**src/rtl/lmdpl_gate_array.sv**
```systemverilog
// N-lane LMDPL gate stage: one bitwise op over masked dual-rail lanes per transaction,
// with its own precharge/evaluate sequencer and valid/ready handshakes on both sides.
module lmdpl_gate_array #(
   parameter int unsigned WIDTH      = 8,
   parameter logic [2:0]  OP         = 3'b000,
   parameter int unsigned PRE_CYCLES = 1
) (
   input  logic               clk,
   input  logic               Po_rst,
   input  logic               in_valid,
   output logic               in_ready,
   input  logic [3*WIDTH-1:0] a,
   input  logic [3*WIDTH-1:0] b,
   input  logic [WIDTH-1:0]   r,
   output logic               out_valid,
   input  logic               out_ready,
   output logic [3*WIDTH-1:0] c,
   output logic               pre
);

   typedef enum logic [2:0] {StIdle, StPre, StEval, StValid, StDrain} state_e;

   localparam logic [3:0] PreLast  = 4'(PRE_CYCLES - 1);
   localparam logic       IsLinear = OP[2];
   localparam logic       SwapIn   = OP[1] & ~OP[2];
   localparam logic       SwapOut  = OP[0];

   state_e             state_q;
   logic [3:0]         cnt_q;
   logic [3*WIDTH-1:0] opa_q, opb_q, c_q;
   logic [WIDTH-1:0]   r_q;
   logic [8*WIDTH-1:0] t_q;

   logic [3*WIDTH-1:0] opa_in, opb_in, opa_clr, opb_clr, c_eval;
   logic [8*WIDTH-1:0] t_in;
   logic [2:0]         gate;

   function automatic logic [2:0] swap_rails(input logic [2:0] x);
      return {x[1], x[2], x[0]};
   endfunction

   // t[{xa,xb}] is the masked and-result for masked inputs xa/xb; t[7:4] feeds the 0-rail.
   function automatic logic [7:0] table_lane(input logic ma, input logic mb, input logic rr);
      logic [3:0] t4;
      t4 = {~ma & ~mb, ~ma & mb, ma & ~mb, ma & mb} ^ {4{rr}};
      return {~t4, t4};
   endfunction

   function automatic logic [2:0] eval_lane(input logic [2:0] la, input logic [2:0] lb,
                                            input logic [7:0] tt, input logic rr);
      logic o1, o2, m;
      if (IsLinear) begin
         o1 = (la[2] & lb[1]) | (la[1] & lb[2]);
         o2 = (la[2] & lb[2]) | (la[1] & lb[1]);
         m  = la[0] ^ lb[0];
      end else begin
         o1 = (la[1] & lb[1] & tt[3]) | (la[1] & lb[2] & tt[2]) |
              (la[2] & lb[1] & tt[1]) | (la[2] & lb[2] & tt[0]);
         o2 = (la[1] & lb[1] & tt[7]) | (la[1] & lb[2] & tt[6]) |
              (la[2] & lb[1] & tt[5]) | (la[2] & lb[2] & tt[4]);
         m  = rr;
      end
      return SwapOut ? {o1, o2, m} : {o2, o1, m};
   endfunction

   // Operand rails reach the network only in EVAL; masks are never gated.
   assign gate = {(state_q == StEval), (state_q == StEval), 1'b1};

   always_comb begin
      opa_in  = '0;
      opb_in  = '0;
      opa_clr = '0;
      opb_clr = '0;
      c_eval  = '0;
      t_in    = '0;
      for (int k = 0; k < WIDTH; k++) begin
         opa_in[3*k +: 3]  = SwapIn ? swap_rails(a[3*k +: 3]) : a[3*k +: 3];
         opb_in[3*k +: 3]  = SwapIn ? swap_rails(b[3*k +: 3]) : b[3*k +: 3];
         t_in[8*k +: 8]    = table_lane(a[3*k], b[3*k], r[k]);
         opa_clr[3*k +: 3] = {2'b00, opa_q[3*k]};
         opb_clr[3*k +: 3] = {2'b00, opb_q[3*k]};
         c_eval[3*k +: 3]  = eval_lane(opa_q[3*k +: 3] & gate, opb_q[3*k +: 3] & gate,
                                       t_q[8*k +: 8], r_q[k]);
      end
   end

   always_ff @(posedge clk) begin
      if (Po_rst) begin
         state_q <= StIdle;
         cnt_q   <= '0;
         opa_q   <= '0;
         opb_q   <= '0;
         r_q     <= '0;
         t_q     <= '0;
         c_q     <= '0;
      end else begin
         unique case (state_q)
            StIdle: begin
               if (in_valid) begin
                  opa_q   <= opa_in;
                  opb_q   <= opb_in;
                  r_q     <= r;
                  t_q     <= t_in;
                  cnt_q   <= PreLast;
                  state_q <= StPre;
               end
            end
            StPre: begin
               if (cnt_q == 4'd0) state_q <= StEval;
               else               cnt_q   <= cnt_q - 4'd1;
            end
            StEval: begin
               c_q     <= c_eval;
               state_q <= StValid;
            end
            StValid: begin
               if (out_ready) begin
                  c_q     <= '0;
                  opa_q   <= opa_clr;
                  opb_q   <= opb_clr;
                  t_q     <= '0;
                  cnt_q   <= PreLast;
                  state_q <= StDrain;
               end
            end
            StDrain: begin
               if (cnt_q == 4'd0) state_q <= StIdle;
               else               cnt_q   <= cnt_q - 4'd1;
            end
            default: state_q <= StIdle;
         endcase
      end
   end

   // c_q is non-zero only in VALID; the reset gate can only force rails low.
   assign c         = Po_rst ? '0 : c_q;
   assign in_ready  = (state_q == StIdle) & ~Po_rst;
   assign out_valid = (state_q == StValid) & ~Po_rst;
   assign pre       = (state_q != StEval) && (state_q != StValid);

endmodule

```
**config.mk**
```make
export PLATFORM = sky130hd
export DESIGN_NAME = lmdpl_gate_array
export DESIGN_NICKNAME = d
export VERILOG_FILES = /design/src/rtl/lmdpl_gate_array.sv
export SDC_FILE = /design/constraint.sdc
export NUM_CORES = 1
export LEC_CHECK = 0
export ABC_CLOCK_PERIOD_IN_PS = 1980
export BUFFER_PORTS_ARGS = -buffer_cell sky130_fd_sc_hd__buf_4
export CORE_ASPECT_RATIO = 0.9
export CORE_MARGIN = 1
export CORE_UTILIZATION = 59
export CTS_BUF_LIST = sky130_fd_sc_hd__clkbuf_2 sky130_fd_sc_hd__clkbuf_4 sky130_fd_sc_hd__clkbuf_8
export DETAILED_ROUTE_END_ITERATION = 7
export PLACE_DENSITY_LB_ADDON = 0.25
export SETUP_SLACK_MARGIN = 0.05
export SKIP_LAST_GASP = 1
export SLEW_MARGIN = 10
export SYNTH_ARGS = -nofsm -noshare
export SYNTH_HDL_FRONTEND = slang
export SYNTH_SLANG_ARGS = --single-unit
```
**constraint.sdc**
```tcl
create_clock -name clk -period 1.98 [get_ports clk]
set_input_delay 0.297 -clock clk [delete_from_list [all_inputs] [get_ports clk]]
set_output_delay 0.297 -clock clk [all_outputs]
set_load 0.03 [all_outputs]
```
==> metrics.yaml <==
avgSynthCellArea_um2: 8.52
start_util_pct: 61.6
finClkSkew_ns: 0.0118
clk_pin_slew_ns: 0.09
power.density_mw_per_mm2: 1220
timing.final.crit_share_pct: 96.6
reg2reg_to: "c_q[19]$_SDFFE_PP0P_"
slowest_stage: "dfxtp_1"
finalSetupTns_ns: 0
post_cts_buffers: 0
maxUsedRoutingLayer: "met4"
dieArea_mm2: 0.0106
grt_pass1_vias: 5172
path_max_fanout: 8
dr.pass1.iters: 5
required_ns: 2.28
met3WireLength_mm: 1.22
grt_pass1_wl_mm: 25.2
maxCapViolations: 0
cts_tree: "built"
cp_cell_sequence: "buf_4, or3b_2, nor2_1, a22o_1, a221oi_1, o32ai_1"
worst_ir_drop_vdd_mv: 0.859
drt_iter0_markers: 387
crit_family: "compound AO/OA/AOI/OAI gates"
grt_antenna_before_repair: 0
path_class: "reg -> reg"
p_leak_uw: 0.00283
crit_start: "state_q[2]$_SDFFE_PP0P_"
ys_seq_area_share_pct: 44.9
fp-row-count: 34
yosysTopAreaCell: "dfxtp_1"
synthToLayoutAreaGrowth_pct: 21.5
cts.sinks: 135
synth_top_area_share_pct: 44.9
antenna_cells: 0
placed_area_mm2: 0.00677
drive_gt1_share_pct: 19.1
die_y_um: 97.9
layout_min_cycle_time_ns: 1.91
worstMarginPinSlew_ns: 0.761
numCtsBuffers: 17
yosysUniqueCellTypes: 43
r2r-start: "state_q[2]$_SDFFE_PP0P_"
synth_area_mm2: 0.00602
netlist_top_cells_count: "135 x dfxtp_1, 78 x nand2_1, 72 x nor2_1"
globalRouteTotalUtil_pct: 30.6
wl_met1_mm: 6.83
fillCellCount: 721
async_reset_ff_share_pct: 0
crit_cells: 6
fmax_mhz: 523
final_core_util_pct: 74.8
synthMostInstantiatedCell: "dfxtp_1"
wl_met2_mm: 7.72
slew_violations: 0
p_total_uw: 8900
h-tree-depth: 4
dp.final_hpwl_mm: 10.4
die_w_um: 109
yosys_most_used_dff: "dfxtp_1"
hold_viol: 0
final-seq-area_mm2: 0.00270
slew_headroom_pct: 49.3
gp_congestion: 0.835
synthesis.nets: 768
r2r_cells: 6
ios: 87
fin_nets: 837
io_buffer_count: 86
critPathBufInv: 1
routed_wl_mm: 16.2
critPathLaunchType: "register"
fp.coreArea_mm2: 0.00978
synth_area_leaders: "dfxtp_1 45%, a22oi_1 5.9%, nor2b_1 5.0%, nand2_1 4.9%, o2bb2ai_1 4.7%"
ys_warn_count: 0
slowest_delay_ns: 0.52
viasPerCell: 6.07
crit_end: "c_q[19]$_SDFFE_PP0P_"
rsz0062_at_grt: "true"
rrSetupSlack_ns: 0.07
synthCells: 707
crit_path_end_kind: "register"
hold_path_class: "in -> reg"
stdcell_area_mm2: 0.00732
grt_start_max_net_pins: 57
setup_viol: 0
max-clock-path-buffers: 2
post-route-drc-count: 0
grt-ovfl-total: 0
insertion_delay_ns: 0.45
multi_input_area_mm2: 0.00297
critical_path_arrival_ns: 2.21
vias: 5552
outcome: "complete, no violations"
synth_edf_count: 0
antenna_left: 0
synth_seq_cells: 135
clockRootBuffer: "clkbuf_8"
wl_per_cell_um: 17.7
-- through the flow --
stage / instances / hold WS [ns] / setup WS (ns)
floorplan: 707 / 0.425 / 0.255
global placement: 881 / 0.435 / 0.144
detailed placement: 881 / 0.444 / 0.0335
CTS: 914 / 0.107 / 0.0689
global route: 915 / 0.100 / -0.0115
finish: 915 / 0.113 / 0.0674
-- worst min-delay path, cell delays in order --
cell     delay, ns
buf_4         0.11
nand3_1       0.05
a21oi_1       0.06
-- state kept, by name (all words and copies together), names as in the netlist --
name and flops:
opa_q 16, state_q 3, opb_q 16, c_q 24, t_q 64, cnt_q 4, r_q 8
-- worst min-delay path by stage --
stage / start / endpoint / slack [ns] / cells past startpoint
6_report: b[5] / opb_q[5]$_SDFFE_PP0P_ / 0.11 / 3
5_1_grt: a[5] / opa_q[5]$_SDFFE_PP0P_ / 0.10 / 3
4_1_cts: b[4] / opb_q[4]$_SDFFE_PP0P_ / 0.11 / 3
3_5_place_dp: opb_q[19]$_SDFFE_PP0P_ / opb_q[19]$_SDFFE_PP0P_ / 0.44 / 2
3_3_place_gp: r_q[1]$_SDFFE_PP0P_ / c_q[3]$_SDFFE_PP0P_ / 0.44 / 2
2_1_floorplan: r_q[0]$_SDFFE_PP0P_ / c_q[0]$_SDFFE_PP0P_ / 0.42 / 2
-- logic make-up (layout without fill, tap and decap cells) --
family          after synthesis  count (layout)  share of synthesized area, %
simple gates                266             266                          21.1
fa+ha+maj                     1               1                         0.208
mux                           1               1                         0.166
buf+inv                      90             170                          6.63
xor+xnor                     33              33                          4.80
flops                       135             135                          44.9
compound gates              181             183                          22.2
-- final cells by class --
cell class	count	share of cell area, %
multi-input combinational	484	40.6
sequential	135	36.9
timing repair buffer	108	11.7
clock inverter	14	3.69
clock buffer	18	3.38
tap	126	2.15
inverter	30	1.54
-- where the power goes --
group	internal (µW)	switching [µW]	leakage, µW
Clock	1800	1140	0.000254
Sequential	3150	325	0.00110
Combinational	973	1510	0.00147
-- repair_timing --
| action | 4_1_cts | 5_1_grt |
|---|---|---|
| cloned | 1 | 1 |
| pin swaps | 1 | 0 |
| hold buffers | 0 | 0 |
| setup endpoints to repair | 6 | 48 |
| gates resized for setup | 0 | 4 |
-- per-layer routing --
metal  global-route usage [%]  vias to the layer above
met5                        0                        -
met4                     13.4                        0
met3                     6.48                       37
met1                     40.2                     2642
li1                         -                     2608
met2                     48.5                      265
-- layout by cell type (no fill, tap or decap), drive strengths merged, types with 2 or more instances in the layout --
cell type  Yosys  routed
o2bb2ai       32      32
a2111oi        2       2
clkbuf        39      18
xor2           9       9
dfxtp        135     135
buf           21     108
a21oi         43      43
nor2          72      72
clkinv         0       4
or3            2       2
a31oi          2       2
a22oi         47      47
nand3         38      38
a221oi         4       4
a311oi         2       2
o21ai          9      11
nor4bb         2       2
a22o          16      16
o32ai         16      16
or3b           2       2
nand2b        11      11
bufinv         0       7
nor2b         48      48
inv           30      32
nand3b         2       2
xnor2         24      24
nor3           5       5
and3           2       2
o22a           4       4
nand2         78      78
Power figures use the tool's default switching activity.
